## config.mk

```make
export PLATFORM = sky130hd
export DESIGN_NAME = mem_responder
export DESIGN_NICKNAME = d
export VERILOG_FILES = /design/src/rtl/mem_responder_pkg.sv /design/src/rtl/mem_responder_line_merge.sv /design/src/rtl/mem_responder.sv
export SDC_FILE = /design/constraint.sdc
export NUM_CORES = 1
export LEC_CHECK = 0
export CAP_MARGIN = 20
export CORE_AREA = 2 2 252 254
export CTS_CLUSTER_DIAMETER = 150
export DETAILED_ROUTE_END_ITERATION = 6
export DIE_AREA = 0 0 254 256
export PLACE_DENSITY = 0.56
export SYNTH_ARGS = -nofsm -noshare
export SYNTH_HDL_FRONTEND = slang
export SYNTH_SLANG_ARGS = --single-unit
```

## constraint.sdc

```tcl
create_clock -name clk -period 12.9 [get_ports clk]
set_input_delay 1.29 -clock clk [delete_from_list [all_inputs] [get_ports clk]]
set_output_delay 1.29 -clock clk [all_outputs]
set_load 0.01 [all_outputs]
```

## src/rtl/mem_responder_pkg.sv

```systemverilog
// State encoding and line-geometry helpers for mem_responder and its merge sub-module.
// The optional line buffer is selected by MEM_RESPONDER_LINE_BUF_EN inside mem_responder.sv.
package mem_responder_pkg;

    localparam int LINE_WORDS_DEFAULT = 8;

    typedef logic [1:0] mem_responder_state_t;

    localparam logic [1:0] ST_IDLE  = 2'd0;
    localparam logic [1:0] ST_FETCH = 2'd1;
    localparam logic [1:0] ST_STORE = 2'd2;
    localparam logic [1:0] ST_RESP  = 2'd3;

    // Byte-offset bits inside one line, i.e. log2(4*LINE_WORDS).
    function automatic int line_offset_bits(input int words);
        return $clog2(words) + 2;
    endfunction

    function automatic int line_index_bits(input int words);
        return (words > 1) ? $clog2(words) : 1;
    endfunction

endpackage

```

## src/rtl/mem_responder_line_merge.sv

```systemverilog
// Merges one 32-bit word into a line under a byte enable; combinational, zero latency.
// No handshake: output follows inputs in the same cycle.
module line_merge
    import mem_responder_pkg::*;
#(
    parameter int LINE_WORDS = LINE_WORDS_DEFAULT,
    parameter int IDX_W      = line_index_bits(LINE_WORDS)
) (
    input  logic [32*LINE_WORDS-1:0] i_line,
    input  logic [IDX_W-1:0]         i_word_idx,
    input  logic [3:0]               i_byte_en,
    input  logic [31:0]              i_wdata,
    output logic [32*LINE_WORDS-1:0] o_line
);

    always_comb begin
        o_line = i_line;
        for (int w = 0; w < LINE_WORDS; w++) begin
            if (i_word_idx == IDX_W'(w)) begin
                for (int b = 0; b < 4; b++) begin
                    if (i_byte_en[b]) begin
                        o_line[32*w + 8*b +: 8] = i_wdata[8*b +: 8];
                    end
                end
            end
        end
    end

endmodule

```

## src/rtl/mem_responder.sv

```systemverilog
// Word-to-line memory responder: read miss completes one cycle after pmem_resp; initiator holds request until mem_resp.
// Optional single-line buffer (write-through) enabled by MEM_RESPONDER_LINE_BUF_EN.
module mem_responder
    import mem_responder_pkg::*;
#(
    parameter int LINE_WORDS = LINE_WORDS_DEFAULT
) (
    input  logic                     clk,
    input  logic                     rst,
    input  logic                     mem_read,
    input  logic                     mem_write,
    input  logic [31:0]              mem_address,
    input  logic [3:0]               mem_byte_enable,
    input  logic [31:0]              mem_wdata,
    output logic [31:0]              mem_rdata,
    output logic                     mem_resp,
    output logic                     pmem_read,
    output logic                     pmem_write,
    output logic [31:0]              pmem_address,
    output logic [32*LINE_WORDS-1:0] pmem_wdata,
    input  logic [32*LINE_WORDS-1:0] pmem_rdata,
    input  logic                     pmem_resp
);

    localparam int OFF_W  = line_offset_bits(LINE_WORDS);
    localparam int IDX_W  = line_index_bits(LINE_WORDS);
    localparam int LINE_W = 32 * LINE_WORDS;

    mem_responder_state_t r_state;
    logic [31:0]          r_rdata;
    logic                 r_resp;
    logic                 r_pread;
    logic                 r_pwrite;
    logic [31:0]          r_paddr;
    logic [LINE_W-1:0]    r_pwdata;

    logic [IDX_W-1:0]     w_word_idx;
    logic [31-OFF_W:0]    w_tag;
    logic [31:0]          w_line_addr;
    logic [LINE_W-1:0]    w_merge_src;
    logic [LINE_W-1:0]    w_merged;
    logic [31:0]          w_sel_word;
    logic                 w_hit;
    logic                 w_unused_addr_lsb;

    assign w_word_idx        = mem_address[OFF_W-1:2];
    assign w_tag             = mem_address[31:OFF_W];
    assign w_line_addr       = {w_tag, {OFF_W{1'b0}}};
    assign w_unused_addr_lsb = ^mem_address[1:0];

`ifdef MEM_RESPONDER_LINE_BUF_EN
    logic                 r_buf_vld;
    logic [31-OFF_W:0]    r_buf_tag;
    logic [LINE_W-1:0]    r_buf_line;

    assign w_hit       = r_buf_vld && (r_buf_tag == w_tag);
    // In IDLE the only line available is the buffered one; elsewhere it is the fetched line.
    assign w_merge_src = (r_state == ST_IDLE) ? r_buf_line : pmem_rdata;

    always_ff @(posedge clk or posedge rst) begin
        if (rst) begin
            r_buf_vld  <= 1'b0;
            r_buf_tag  <= '0;
            r_buf_line <= '0;
        end else if (r_state == ST_FETCH && pmem_resp) begin
            r_buf_vld  <= 1'b1;
            r_buf_tag  <= w_tag;
            r_buf_line <= mem_write ? w_merged : pmem_rdata;
        end else if (r_state == ST_IDLE && mem_write && w_hit && mem_byte_enable != 4'h0) begin
            r_buf_line <= w_merged;
        end
    end
`else
    assign w_hit       = 1'b0;
    assign w_merge_src = pmem_rdata;
`endif

    line_merge #(
        .LINE_WORDS (LINE_WORDS),
        .IDX_W      (IDX_W)
    ) u_line_merge (
        .i_line     (w_merge_src),
        .i_word_idx (w_word_idx),
        .i_byte_en  (mem_byte_enable),
        .i_wdata    (mem_wdata),
        .o_line     (w_merged)
    );

    always_comb begin
        w_sel_word = '0;
        for (int w = 0; w < LINE_WORDS; w++) begin
            if (w_word_idx == IDX_W'(w)) begin
                w_sel_word = w_merge_src[32*w +: 32];
            end
        end
    end

    always_ff @(posedge clk or posedge rst) begin
        if (rst) begin
            r_state  <= ST_IDLE;
            r_rdata  <= '0;
            r_resp   <= 1'b0;
            r_pread  <= 1'b0;
            r_pwrite <= 1'b0;
            r_paddr  <= '0;
            r_pwdata <= '0;
        end else begin
            case (r_state)
                ST_IDLE: begin
                    // A write wins when both strobes are high.
                    if (mem_write) begin
                        if (mem_byte_enable == 4'h0) begin
                            r_resp  <= 1'b1;
                            r_state <= ST_RESP;
                        end else if (w_hit) begin
                            r_paddr  <= w_line_addr;
                            r_pwdata <= w_merged;
                            r_pwrite <= 1'b1;
                            r_state  <= ST_STORE;
                        end else begin
                            r_paddr <= w_line_addr;
                            r_pread <= 1'b1;
                            r_state <= ST_FETCH;
                        end
                    end else if (mem_read) begin
                        if (w_hit) begin
                            r_rdata <= w_sel_word;
                            r_resp  <= 1'b1;
                            r_state <= ST_RESP;
                        end else begin
                            r_paddr <= w_line_addr;
                            r_pread <= 1'b1;
                            r_state <= ST_FETCH;
                        end
                    end
                end
                ST_FETCH: begin
                    if (pmem_resp) begin
                        r_pread <= 1'b0;
                        if (mem_write) begin
                            r_pwdata <= w_merged;
                            r_pwrite <= 1'b1;
                            r_state  <= ST_STORE;
                        end else begin
                            r_rdata <= w_sel_word;
                            r_resp  <= 1'b1;
                            r_state <= ST_RESP;
                        end
                    end
                end
                ST_STORE: begin
                    if (pmem_resp) begin
                        r_pwrite <= 1'b0;
                        r_resp   <= 1'b1;
                        r_state  <= ST_RESP;
                    end
                end
                ST_RESP: begin
                    r_resp  <= 1'b0;
                    r_state <= ST_IDLE;
                end
                default: r_state <= ST_IDLE;
            endcase
        end
    end

    assign mem_rdata    = r_rdata;
    assign mem_resp     = r_resp;
    assign pmem_read    = r_pread;
    assign pmem_write   = r_pwrite;
    assign pmem_address = r_paddr;
    assign pmem_wdata   = r_pwdata;

endmodule

```

==> flow_summary.json <==
{
  "htreeDepth": 2,
  "synthMuxAreaShare_pct": 20.2,
  "grt_antenna_before_repair": 5,
  "hpwlAfterDp_mm": 53.6,
  "final_cell_mix": "clkdlybuf4s50_1 (642), dfrtp_1 (320), nand2_1 (307), mux2i_1 (290), o21ai_0 (254)",
  "grt_pass1_vias": 15800,
  "tightest_slew_ps": 1200,
  "layout-drive-gt1-share_pct": 7.90,
  "start_util_pct": 27.3,
  "syn_inst": 1700,
  "die_h_um": 256,
  "max-cap-violations": 0,
  "maxSlewViolCount": 0,
  "drt_pass1_iterations": 7,
  "synthesis.area_um2": 17000,
  "chipWidth_um": 254,
  "use_met3_pct": 5.16,
  "ir_worst_vdd_uv": 101,
  "rows": 92,
  "worst_ep_arrival_time_ps": 4370,
  "gp_congestion": 0.870,
  "setup_viol": 0,
  "routed_wirelength_mm": 76.8,
  "nNetsFinal": 2581,
  "routedWlPerCell_um": 24.6,
  "clkTransAtPathRegs_ps": 60,
  "fin_tns_setup_ps": 0,
  "cts_buffer_depth": 3,
  "num-fill-cells": 6161,
  "grt.total_usage_pct": 23.0,
  "cp-end-kind": "flip-flop",
  "drc": 0,
  "ys_seq_area_share_pct": 47.0,
  "cts_tree": "yes",
  "io_pins": 652,
  "worstPathMaxFanout": 120,
  "power_mw": 5.13,
  "grt_pass1_wl_mm": 111,
  "syn_area_per_cell_um2": 10.0,
  "fin_ws_ps": 8910,
  "synth_top_family_by_area": "multiplexers",
  "post_cts_resized": 0,
  "numCtsBuffers": 41,
  "status": "completed",
  "met2_usage_pct": 39.5,
  "die_area_um2": 65000,
  "p_leak_nw": 11.1,
  "critPathLaunchType": "input port",
  "synth_xor_area_share_pct": 0,
  "cts_root_buffer": "clkbuf_16",
  "slew_headroom_pct": 20.2,
  "fmax_ghz": 0.250,
  "antenna_left": 0,
  "cts_num_sinks": 320,
  "hold_viol_final": 0,
  "clock_latency_ps": 560,
  "pre_cts_slack_ps": 8370,
  "grt_max_degree": 265,
  "path_class": "input port to flip-flop",
  "cp_data_required_time_ps": 13280,
  "ctsHoldBuffers": 0,
  "synth_cell_types": 38,
  "drtIter0Drc": 1015,
  "dp.cells": 3049,
  "ys_warn_count": 0,
  "power_density_nw_per_um2": 202,
  "synth_seq_cells": 320,
  "synth_adder_area_share_pct": 0.367,
  "finalCriticalPeriod_ps": 3990,
  "final_area_um2": 25400,
  "grt_busiest_layer": "met2",
  "portBuffers": 644,
  "yosys.area_share.simple_pct": 11.2,
  "hold_class": "flip-flop to flip-flop",
  "placed_area_um2": 24000,
  "via_per_inst": 4.97,
  "skew_ps": 13.2,
  "post_cts_buffers": 0,
  "vias": 15500,
  "final_common_cell": "clkdlybuf4s50_1",
  "finalNonFillerCells": 3127,
  "synth_compound_area_share_pct": 16.6,
  "grt_overflow": 0,
  "fin_crit_sh_pct": 31.0,
  "syn2layout_area_growth_pct": 49.3,
  "grtUsageMet1_pct": 29.3,
  "rsz0062_at_grt": "no",
  "core_um2": 62400
}
-- flip-flops by register name (all words and copies together), names as in the netlist --
signal        cells
mem_resp          1
mem_rdata        32
pmem_read         1
pmem_write        1
pmem_address     27
pmem_wdata      256
r_state           2
-- layer usage --
layer | up-vias | part of all wire [%]
met3 | 90 | 6.9
met4 | 8 | 2.0
li1 | 7175 | -
met2 | 618 | 49
met5 | - | 0.083
met1 | 7649 | 42
-- cells in the mapped netlist (all sizes together) --
library cell	instances	area, um^2
a221oi	11	96.3
and2	1	6.26
nand2	307	1150
o2bb2ai	11	96.3
nand3	18	175
o21ai	277	1390
or2	1	6.26
ha	5	62.6
a22o	13	114
a31oi	23	144
clkbuf	97	364
conb	1	3.75
mux2	48	541
nand3b	2	15.0
o22ai	1	6.26
nor2b	26	163
nand2b	9	58.8
o31ai	32	240
nor4	1	21.3
inv	9	33.8
a22oi	11	82.6
dfrtp	320	8010
a222oi	22	220
a2bb2oi	43	377
nor2	43	308
o22a	1	8.76
a21oi	13	65.1
buf	64	383
mux2i	290	2900
-- worst paths after layout --
| path | slack (ps) | end | from | depth (start not counted) |
|---|---|---|---|---|
| max | 8910 | pmem_wdata[141] | mem_write | 5 |
| min | 480 | pmem_wdata[152] | pmem_wdata[152] | 2 |
| max reg2reg | 9520 | pmem_wdata[141] | r_state[1] | 6 |
| min reg2reg | 480 | pmem_wdata[152] | pmem_wdata[152] | 2 |
| max in group asynchronous | 9600 | pmem_wdata[177] | rst | 4 |
| min in group asynchronous | 1190 | pmem_address[13] | rst | 2 |
-- power breakdown --
group	internal, mW	leakage (nW)	switching [mW]
Sequential	1.47	3.98	0.263
Combinational	1.15	6.45	1.01
Clock	0.759	0.717	0.477
Total	3.38	11.1	1.75
-- stage by stage --
step	hold WS, ps	util (%)
finish	476	40.8
global route	499	40.8
CTS	482	40.8
detailed placement	469	38.4
global placement	462	38.4
floorplan	514	-
-- kinds of logic (layout without fill, tap and decap cells) --
kind of cell,Yosys count,after routing
compound gates,458,458
fa+ha+maj,5,5
buf+inv,170,745
flops,320,320
mux,338,338
other cells,1,7
simple gates,408,408
-- critical path, stage by stage --
cell and delay [ps]:
clkdlybuf4s50_1 590, nand3_4 580, buf_4 630, buf_4 920
o21ai_0 250
-- area by class of cell --
type	count	area, um^2	area share, %
multi-input combinational	1214	8290	32.6
sequential	320	8010	31.5
timing repair buffer	661	6590	25.9
clock buffer	61	1260	4.97
tap	846	1060	4.16
clock inverter	14	184	0.723
inverter	9	42.5	0.167
antenna	2	5.00	0.0197
Note: power is estimated with default switching activity, not from simulation.
